**src/rtl/button_rotator_pkg.sv**
```systemverilog
// Shared types and parameter derivations for the button_rotator slice.
package button_rotator_pkg;

  localparam int PATTERN_W = 8;

  typedef enum logic [1:0] {
    CMD_NONE,
    CMD_LEFT,
    CMD_RIGHT,
    CMD_LOAD
  } cmd_e;

  function automatic int db_cycles(input int clk_freq, input int debounce_ms);
    return (clk_freq / 1000) * debounce_ms;
  endfunction

  function automatic int repeat_delay(input int clk_freq);
    return clk_freq / 2;
  endfunction

  function automatic int repeat_period(input int clk_freq);
    return clk_freq / 4;
  endfunction

endpackage

```
**src/rtl/button_rotator_debounce_cell.sv**
```systemverilog
// One active-low button: 2-FF synchronizer, stability counter, debounced state
// and a one-cycle press pulse on the debounced 1->0 transition.
// Exposes the debounced held state when BUTTON_ROTATOR_AUTO_REPEAT_EN is defined.
module debounce_cell #(
  parameter int DB_CYCLES = 4
) (
  input  logic clk,
  input  logic rst_n,
  input  logic btn_n,
`ifdef BUTTON_ROTATOR_AUTO_REPEAT_EN
  output logic held,
`endif
  output logic press
);

  localparam int CNT_W = $clog2(DB_CYCLES + 1);
  localparam logic [CNT_W-1:0] CNT_LAST = CNT_W'(DB_CYCLES - 1);

  logic             sync1, sync2;
  logic             stable, stable_d;
  logic [CNT_W-1:0] cnt;
  logic [1:0]       warm;
  logic             armed;

  // A press is only honoured once a released level has been seen after reset,
  // so a button held through reset release needs a fresh press to pulse.
  always_ff @(posedge clk or negedge rst_n) begin
    if (!rst_n) begin
      sync1    <= 1'b1;
      sync2    <= 1'b1;
      stable   <= 1'b1;
      stable_d <= 1'b1;
      cnt      <= '0;
      warm     <= '0;
      armed    <= 1'b0;
      press    <= 1'b0;
    end else begin
      sync1    <= btn_n;
      sync2    <= sync1;
      warm     <= {warm[0], 1'b1};
      stable_d <= stable;
      if (sync2 == stable) begin
        cnt <= '0;
      end else if (cnt == CNT_LAST) begin
        stable <= sync2;
        cnt    <= '0;
      end else begin
        cnt <= cnt + CNT_W'(1);
      end
      if (warm[1] && sync2 && stable) armed <= 1'b1;
      press <= armed & stable_d & ~stable;
    end
  end

`ifdef BUTTON_ROTATOR_AUTO_REPEAT_EN
  assign held = ~stable;
`endif

endmodule

```
**src/rtl/button_rotator.sv**
```systemverilog
// Debounced left/right/load buttons driving an 8-bit rotating LED pattern.
// Optional hold-to-repeat for left/right: define BUTTON_ROTATOR_AUTO_REPEAT_EN.
module button_rotator
  import button_rotator_pkg::*;
#(
  parameter int             CLK_FREQ     = 25_000_000,
  parameter int             DEBOUNCE_MS  = 10,
  parameter logic [7:0]     INIT_PATTERN = 8'h1F
) (
  input  logic                 clk,
  input  logic                 rst_n,
  input  logic                 btn_left_n,
  input  logic                 btn_right_n,
  input  logic                 btn_load_n,
  input  logic [PATTERN_W-1:0] sw,
  output logic [PATTERN_W-1:0] pattern,
  output logic                 press_left,
  output logic                 press_right,
  output logic                 press_load
);

  localparam int DB_CYCLES = db_cycles(CLK_FREQ, DEBOUNCE_MS);

  logic                 db_left, db_right;
  logic [PATTERN_W-1:0] sw_sync1, sw_sync2;
  cmd_e                 cmd;

`ifdef BUTTON_ROTATOR_AUTO_REPEAT_EN
  logic held_left, held_right, held_load;

  debounce_cell #(.DB_CYCLES(DB_CYCLES)) u_db_left (
    .clk(clk), .rst_n(rst_n), .btn_n(btn_left_n), .held(held_left), .press(db_left));
  debounce_cell #(.DB_CYCLES(DB_CYCLES)) u_db_right (
    .clk(clk), .rst_n(rst_n), .btn_n(btn_right_n), .held(held_right), .press(db_right));
  debounce_cell #(.DB_CYCLES(DB_CYCLES)) u_db_load (
    .clk(clk), .rst_n(rst_n), .btn_n(btn_load_n), .held(held_load), .press(press_load));

  localparam int REPEAT_DELAY  = repeat_delay(CLK_FREQ);
  localparam int REPEAT_PERIOD = repeat_period(CLK_FREQ);
  localparam int RW            = $clog2(REPEAT_DELAY + 1);
  localparam logic [RW-1:0] DELAY_LAST  = RW'(REPEAT_DELAY - 1);
  localparam logic [RW-1:0] PERIOD_LAST = RW'(REPEAT_PERIOD - 1);

  logic [1:0]    held, db_press, rep, active, first;
  logic [RW-1:0] rcnt [2];

  assign held     = {held_right, held_left};
  assign db_press = {db_right, db_left};

  // rcnt counts cycles since the last emitted pulse (initial or repeat);
  // the first gap uses REPEAT_DELAY, later gaps REPEAT_PERIOD.
  always_ff @(posedge clk or negedge rst_n) begin
    if (!rst_n) begin
      rep    <= '0;
      active <= '0;
      first  <= '0;
      for (int unsigned i = 0; i < 2; i++) rcnt[i] <= '0;
    end else begin
      for (int unsigned i = 0; i < 2; i++) begin
        if (!held[i]) begin
          rep[i]    <= 1'b0;
          active[i] <= 1'b0;
          first[i]  <= 1'b0;
          rcnt[i]   <= '0;
        end else begin
          rep[i] <= active[i] && (rcnt[i] == (first[i] ? DELAY_LAST : PERIOD_LAST));
          if (db_press[i] || rep[i]) begin
            rcnt[i]   <= RW'(1);
            active[i] <= 1'b1;
            first[i]  <= db_press[i];
          end else if (active[i]) begin
            rcnt[i] <= rcnt[i] + RW'(1);
          end
        end
      end
    end
  end

  assign press_left  = db_left  | rep[0];
  assign press_right = db_right | rep[1];
`else
  debounce_cell #(.DB_CYCLES(DB_CYCLES)) u_db_left (
    .clk(clk), .rst_n(rst_n), .btn_n(btn_left_n), .press(db_left));
  debounce_cell #(.DB_CYCLES(DB_CYCLES)) u_db_right (
    .clk(clk), .rst_n(rst_n), .btn_n(btn_right_n), .press(db_right));
  debounce_cell #(.DB_CYCLES(DB_CYCLES)) u_db_load (
    .clk(clk), .rst_n(rst_n), .btn_n(btn_load_n), .press(press_load));

  assign press_left  = db_left;
  assign press_right = db_right;
`endif

  always_ff @(posedge clk or negedge rst_n) begin
    if (!rst_n) begin
      sw_sync1 <= '0;
      sw_sync2 <= '0;
    end else begin
      sw_sync1 <= sw;
      sw_sync2 <= sw_sync1;
    end
  end

  // Load wins over rotation; simultaneous left+right cancel out.
  always_comb begin
    cmd = CMD_NONE;
    if (press_load)                      cmd = CMD_LOAD;
    else if (press_left && !press_right) cmd = CMD_LEFT;
    else if (press_right && !press_left) cmd = CMD_RIGHT;
  end

  always_ff @(posedge clk or negedge rst_n) begin
    if (!rst_n) begin
      pattern <= INIT_PATTERN;
    end else begin
      unique case (cmd)
        CMD_LOAD:  pattern <= sw_sync2;
        CMD_LEFT:  pattern <= {pattern[PATTERN_W-2:0], pattern[PATTERN_W-1]};
        CMD_RIGHT: pattern <= {pattern[0], pattern[PATTERN_W-1:1]};
        default:   pattern <= pattern;
      endcase
    end
  end

endmodule

```
**config.mk**
```make
export PLATFORM = sky130hd
export DESIGN_NAME = button_rotator
export DESIGN_NICKNAME = d
export VERILOG_FILES = /design/src/rtl/button_rotator_pkg.sv /design/src/rtl/button_rotator_debounce_cell.sv /design/src/rtl/button_rotator.sv
export SDC_FILE = /design/constraint.sdc
export NUM_CORES = 1
export LEC_CHECK = 0
export CORE_MARGIN = 8
export CORE_UTILIZATION = 56
export CTS_BUF_LIST = sky130_fd_sc_hd__clkbuf_4 sky130_fd_sc_hd__clkbuf_8
export DETAILED_ROUTE_END_ITERATION = 12
export PLACE_DENSITY = 0.9
export SLEW_MARGIN = 40
export SYNTH_ARGS = -nofsm -noshare
export SYNTH_HDL_FRONTEND = slang
export SYNTH_SLANG_ARGS = --single-unit
```
**constraint.sdc**
```tcl
create_clock -name clk -period 1.8 [get_ports clk]
set_input_delay 0.45 -clock clk [delete_from_list [all_inputs] [get_ports clk]]
set_output_delay 0.45 -clock clk [all_outputs]
set_load 0.005 [all_outputs]
```
==> impl_metrics.env <==
export IMPL_whs_path_depth=0
export IMPL_grt_max_degree=31
export IMPL_rows=31
export IMPL_crit_path_max_fanout=18
export IMPL_core_um2=7292
export IMPL_ff2ff_setup_slack_ns=0.05
export IMPL_worst_endpoint_required_ns=2.06
export IMPL_hold_viol_final=0
export IMPL_via_per_inst=5.701
export IMPL_cp_cell_sequence="nor4_4, nand4_1, o41ai_4, buf_6, nor2_1"
export IMPL_min_to="sw_sync2[1]$_DFF_PN0_"
export IMPL_drc=0
export IMPL_design_area_um2=4999
export IMPL_drive_above_1_share_pct=17.49
export IMPL_gp_congestion=0.9057
export IMPL_syn_nets=413
export IMPL_antenna_left=0
export IMPL_synth_top_family_by_area="simple AND/OR/NAND/NOR gates"
export IMPL_slowest_stage="dfrtp_1"
export IMPL_fin_total_pwr_mw=3.809
export IMPL_fin_crit_ns=1.747
export IMPL_worstRegToRegCells=5
export IMPL_synth_main_ff_cell="dfrtp_1"
export IMPL_async_reset_ff_share_pct=100.0
export IMPL_dieArea_um2=10640
export IMPL_cts_buffers=9
export IMPL_ys_ff_latch=98
export IMPL_dp_slack_ns=0.04710
export IMPL_drt_pre_antenna_iters=7
export IMPL_hold_ws_ns=0.3556
export IMPL_cts_sinks=98
export IMPL_placed_area_um2=4695
export IMPL_yosysSeqAreaShare_pct=58.15
export IMPL_synth_xor_area_share_pct=9.265
export IMPL_yosys_area_share_simple_pct=20.38
export IMPL_yosys_warnings=0
export IMPL_critPathArrivalTime_ns=2.00
export IMPL_synth_edf_count=0
export IMPL_critPathLaunchType="register"
export IMPL_hold_class="register to register"
export IMPL_leakagePower_nw=2.080
export IMPL_setup_slack_ns=0.05271
export IMPL_wl_mm=8.503
export IMPL_syn_avg_cell_area_um2=10.80
export IMPL_cp_num_buf_inv=1
export IMPL_portBuffers=23
export IMPL_timing_fmax_mhz=572.3
export IMPL_clockRootBuffer="clkbuf_8"
export IMPL_rr_endpoint="u_db_right.cnt[11]$_DFF_PN0_"
export IMPL_grt_remaining_overflow=0
export IMPL_outcome="complete, no violations"
export IMPL_diodes=0
export IMPL_syn_inst=394
export IMPL_power_per_cell_area_nw_per_um2=762.0
export IMPL_grt_pass1_vias=3170
export IMPL_hp_start="sw_sync1[1]$_DFF_PN0_"
export IMPL_slowest_delay_ns=0.48
export IMPL_end_kind="register"
export IMPL_vias=3107
export IMPL_clkLatencyLatePin_ns=0.37
export IMPL_rsz0062_at_grt="true"
export IMPL_path_clk_slew_ns=0.09
export IMPL_pin_count=24
export IMPL_htreeDepth=3
export IMPL_final_net_count=460
export IMPL_worstSetupPathType="register to register"
export IMPL_synthAdderAreaFrac_pct=1.765
export IMPL_drv_cap=0
export IMPL_final_util_pct=68.55
export IMPL_track_usage_pct=17.36
export IMPL_cts_tree="built"
export IMPL_period_share_pct=97.07
export IMPL_die_h_um=103.2
export IMPL_drt_iter0_markers=194
export IMPL_initial_core_util_pct=58.34
export IMPL_grt_pass1_wl_mm=14.38
export IMPL_finClkSkew_ns=0.01222
export IMPL_yosysUniqueCellTypes=35
export IMPL_dpl_hpwl_mm=5.662
export IMPL_syn_to_final_growth_pct=17.50
export IMPL_crit_family="simple AND/OR/NAND/NOR gates"
export IMPL_ir_drop_uv=349.5
export IMPL_syn_area_um2=4254
export IMPL_setup_violations=0
export IMPL_wl_per_cell_um=15.60
export IMPL_drv_slew=0
export IMPL_r2r_start="u_db_right.cnt[10]$_DFF_PN0_"
export IMPL_cts_path_max_buffers=2
export IMPL_synth_compound_area_share_pct=7.206
export IMPL_antenna_found_initial=0
export IMPL_dieWidth_um=103.2
export IMPL_synthMuxAreaShare_pct=1.029
==> logic make-up after synthesis <==
logic type / after synthesis
compound gates: 43
flops: 98
other cells: 1
mux: 4
buf+inv: 23
fa+ha+maj: 6
simple gates: 174
xor+xnor: 45
==> cell type report <==
class	instances	area, um^2
inverters	15	56.30
clock buffers	9	123.9
fillers	518	2293
multi-input cells	273	1724
clock inverters	7	70.07
repair buffers	44	417.9
flip-flops and latches	98	2482
well taps	99	123.9
==> cells in the final DEF, fill, tap and decap left out, types with 3 or more instances in the layout <==
master,synthesis,final
or4b_1,3,3
o21ai_0,10,10
dfrtp_1,81,74
dfrtp_2,0,7
dfstp_2,17,17
nand3_1,19,19
mux2_2,3,3
clkdlybuf4s50_1,0,14
nand2_1,27,27
ha_1,6,5
xnor2_1,37,37
nor2_1,71,71
a22oi_1,8,8
clkbuf_8,0,9
xor2_1,8,8
nand4_1,13,13
dlygate4sd2_1,0,5
inv_6,0,3
a21oi_1,14,13
dlymetal6s2s_1,0,3
inv_1,15,15
nor4_1,18,15
a31o_2,3,3
nor3_1,11,11
buf_4,0,18
==> how the worst max path moves through the flow <==
stage,start,to,slack [ns],cells after the start
global route,u_db_right.cnt[10]$_DFF_PN0_,u_db_right.cnt[8]$_DFF_PN0_,-0.03,5
floorplan,u_db_right.cnt[10]$_DFF_PN0_,u_db_right.cnt[10]$_DFF_PN0_,0.12,5
detailed placement,u_db_right.cnt[5]$_DFF_PN0_,u_db_right.cnt[15]$_DFF_PN0_,0.05,4
CTS,pattern[6]$_DFFE_PN0P_,pattern[6],0.02,1
finish,u_db_right.cnt[10]$_DFF_PN0_,u_db_right.cnt[11]$_DFF_PN0_,0.05,5
global placement,u_db_right.cnt[5]$_DFF_PN0_,u_db_right.cnt[15]$_DFF_PN0_,0.10,4
==> registers in the layout, summed over array words and instances, names as in the netlist, 8 cells and up <==
name	cells
u_db_right.cnt	18
pattern	8
u_db_left.cnt	18
u_db_load.cnt	18
sw_sync2	8
sw_sync1	8
==> Yosys cell counts (10+ instances only) <==
| library cell | n | share of area, % |
|---|---|---|
| a21oi_1 | 14 | 1.6 |
| xnor2_1 | 37 | 7.6 |
| nand3_1 | 19 | 2.2 |
| o21ai_0 | 10 | 1.2 |
| nor4_1 | 18 | 2.6 |
| nand4_1 | 13 | 1.9 |
| dfrtp_1 | 81 | 48 |
| nor3_1 | 11 | 1.3 |
| dfstp_2 | 17 | 11 |
| nand2_1 | 27 | 2.4 |
| inv_1 | 15 | 1.3 |
| nor2_1 | 71 | 6.3 |
==> power breakdown <==
part | switching [mW] | leakage, nW | total (mW) | internal (mW)
Clock | 0.837 | 0.0955 | 1.38 | 0.541
Combinational | 0.0855 | 0.738 | 0.151 | 0.0658
Sequential | 0.0297 | 1.25 | 2.28 | 2.25
Total | 0.952 | 2.08 | 3.81 | 2.86
==> repair_timing <==
action	CTS	global route
gates resized for setup	6	16
hold buffers	1	0
setup buffers	5	2
endpoints found under the setup margin	8	32
pin swaps	0	1
endpoints found under the hold margin	8	0
==> through the flow <==
stage	setup TNS, ns	cells
2_1_floorplan	0	394
3_3_place_gp	0	521
3_5_place_dp	0	521
4_1_cts	0	543
5_1_grt	-0.2680	545
6_report	0	545
==> worst register-to-register path, cell delays in order (launching register included) <==
cell and delay, ns:
dfrtp_1 0.48, nor4_4 0.33, nand4_1 0.25, o41ai_4 0.29, buf_6 0.22, nor2_1 0.07
==> routing by layer <==
layer  vias up  track usage, %  wire length (um)
met2        83           28.29              4371
met5         -               0                 0
met4         0           9.900               266
met1      1531           20.53              3474
li1       1467               -                 -
met3        26           4.321               391
No activity file was read; power rests on OpenSTA's default activity.
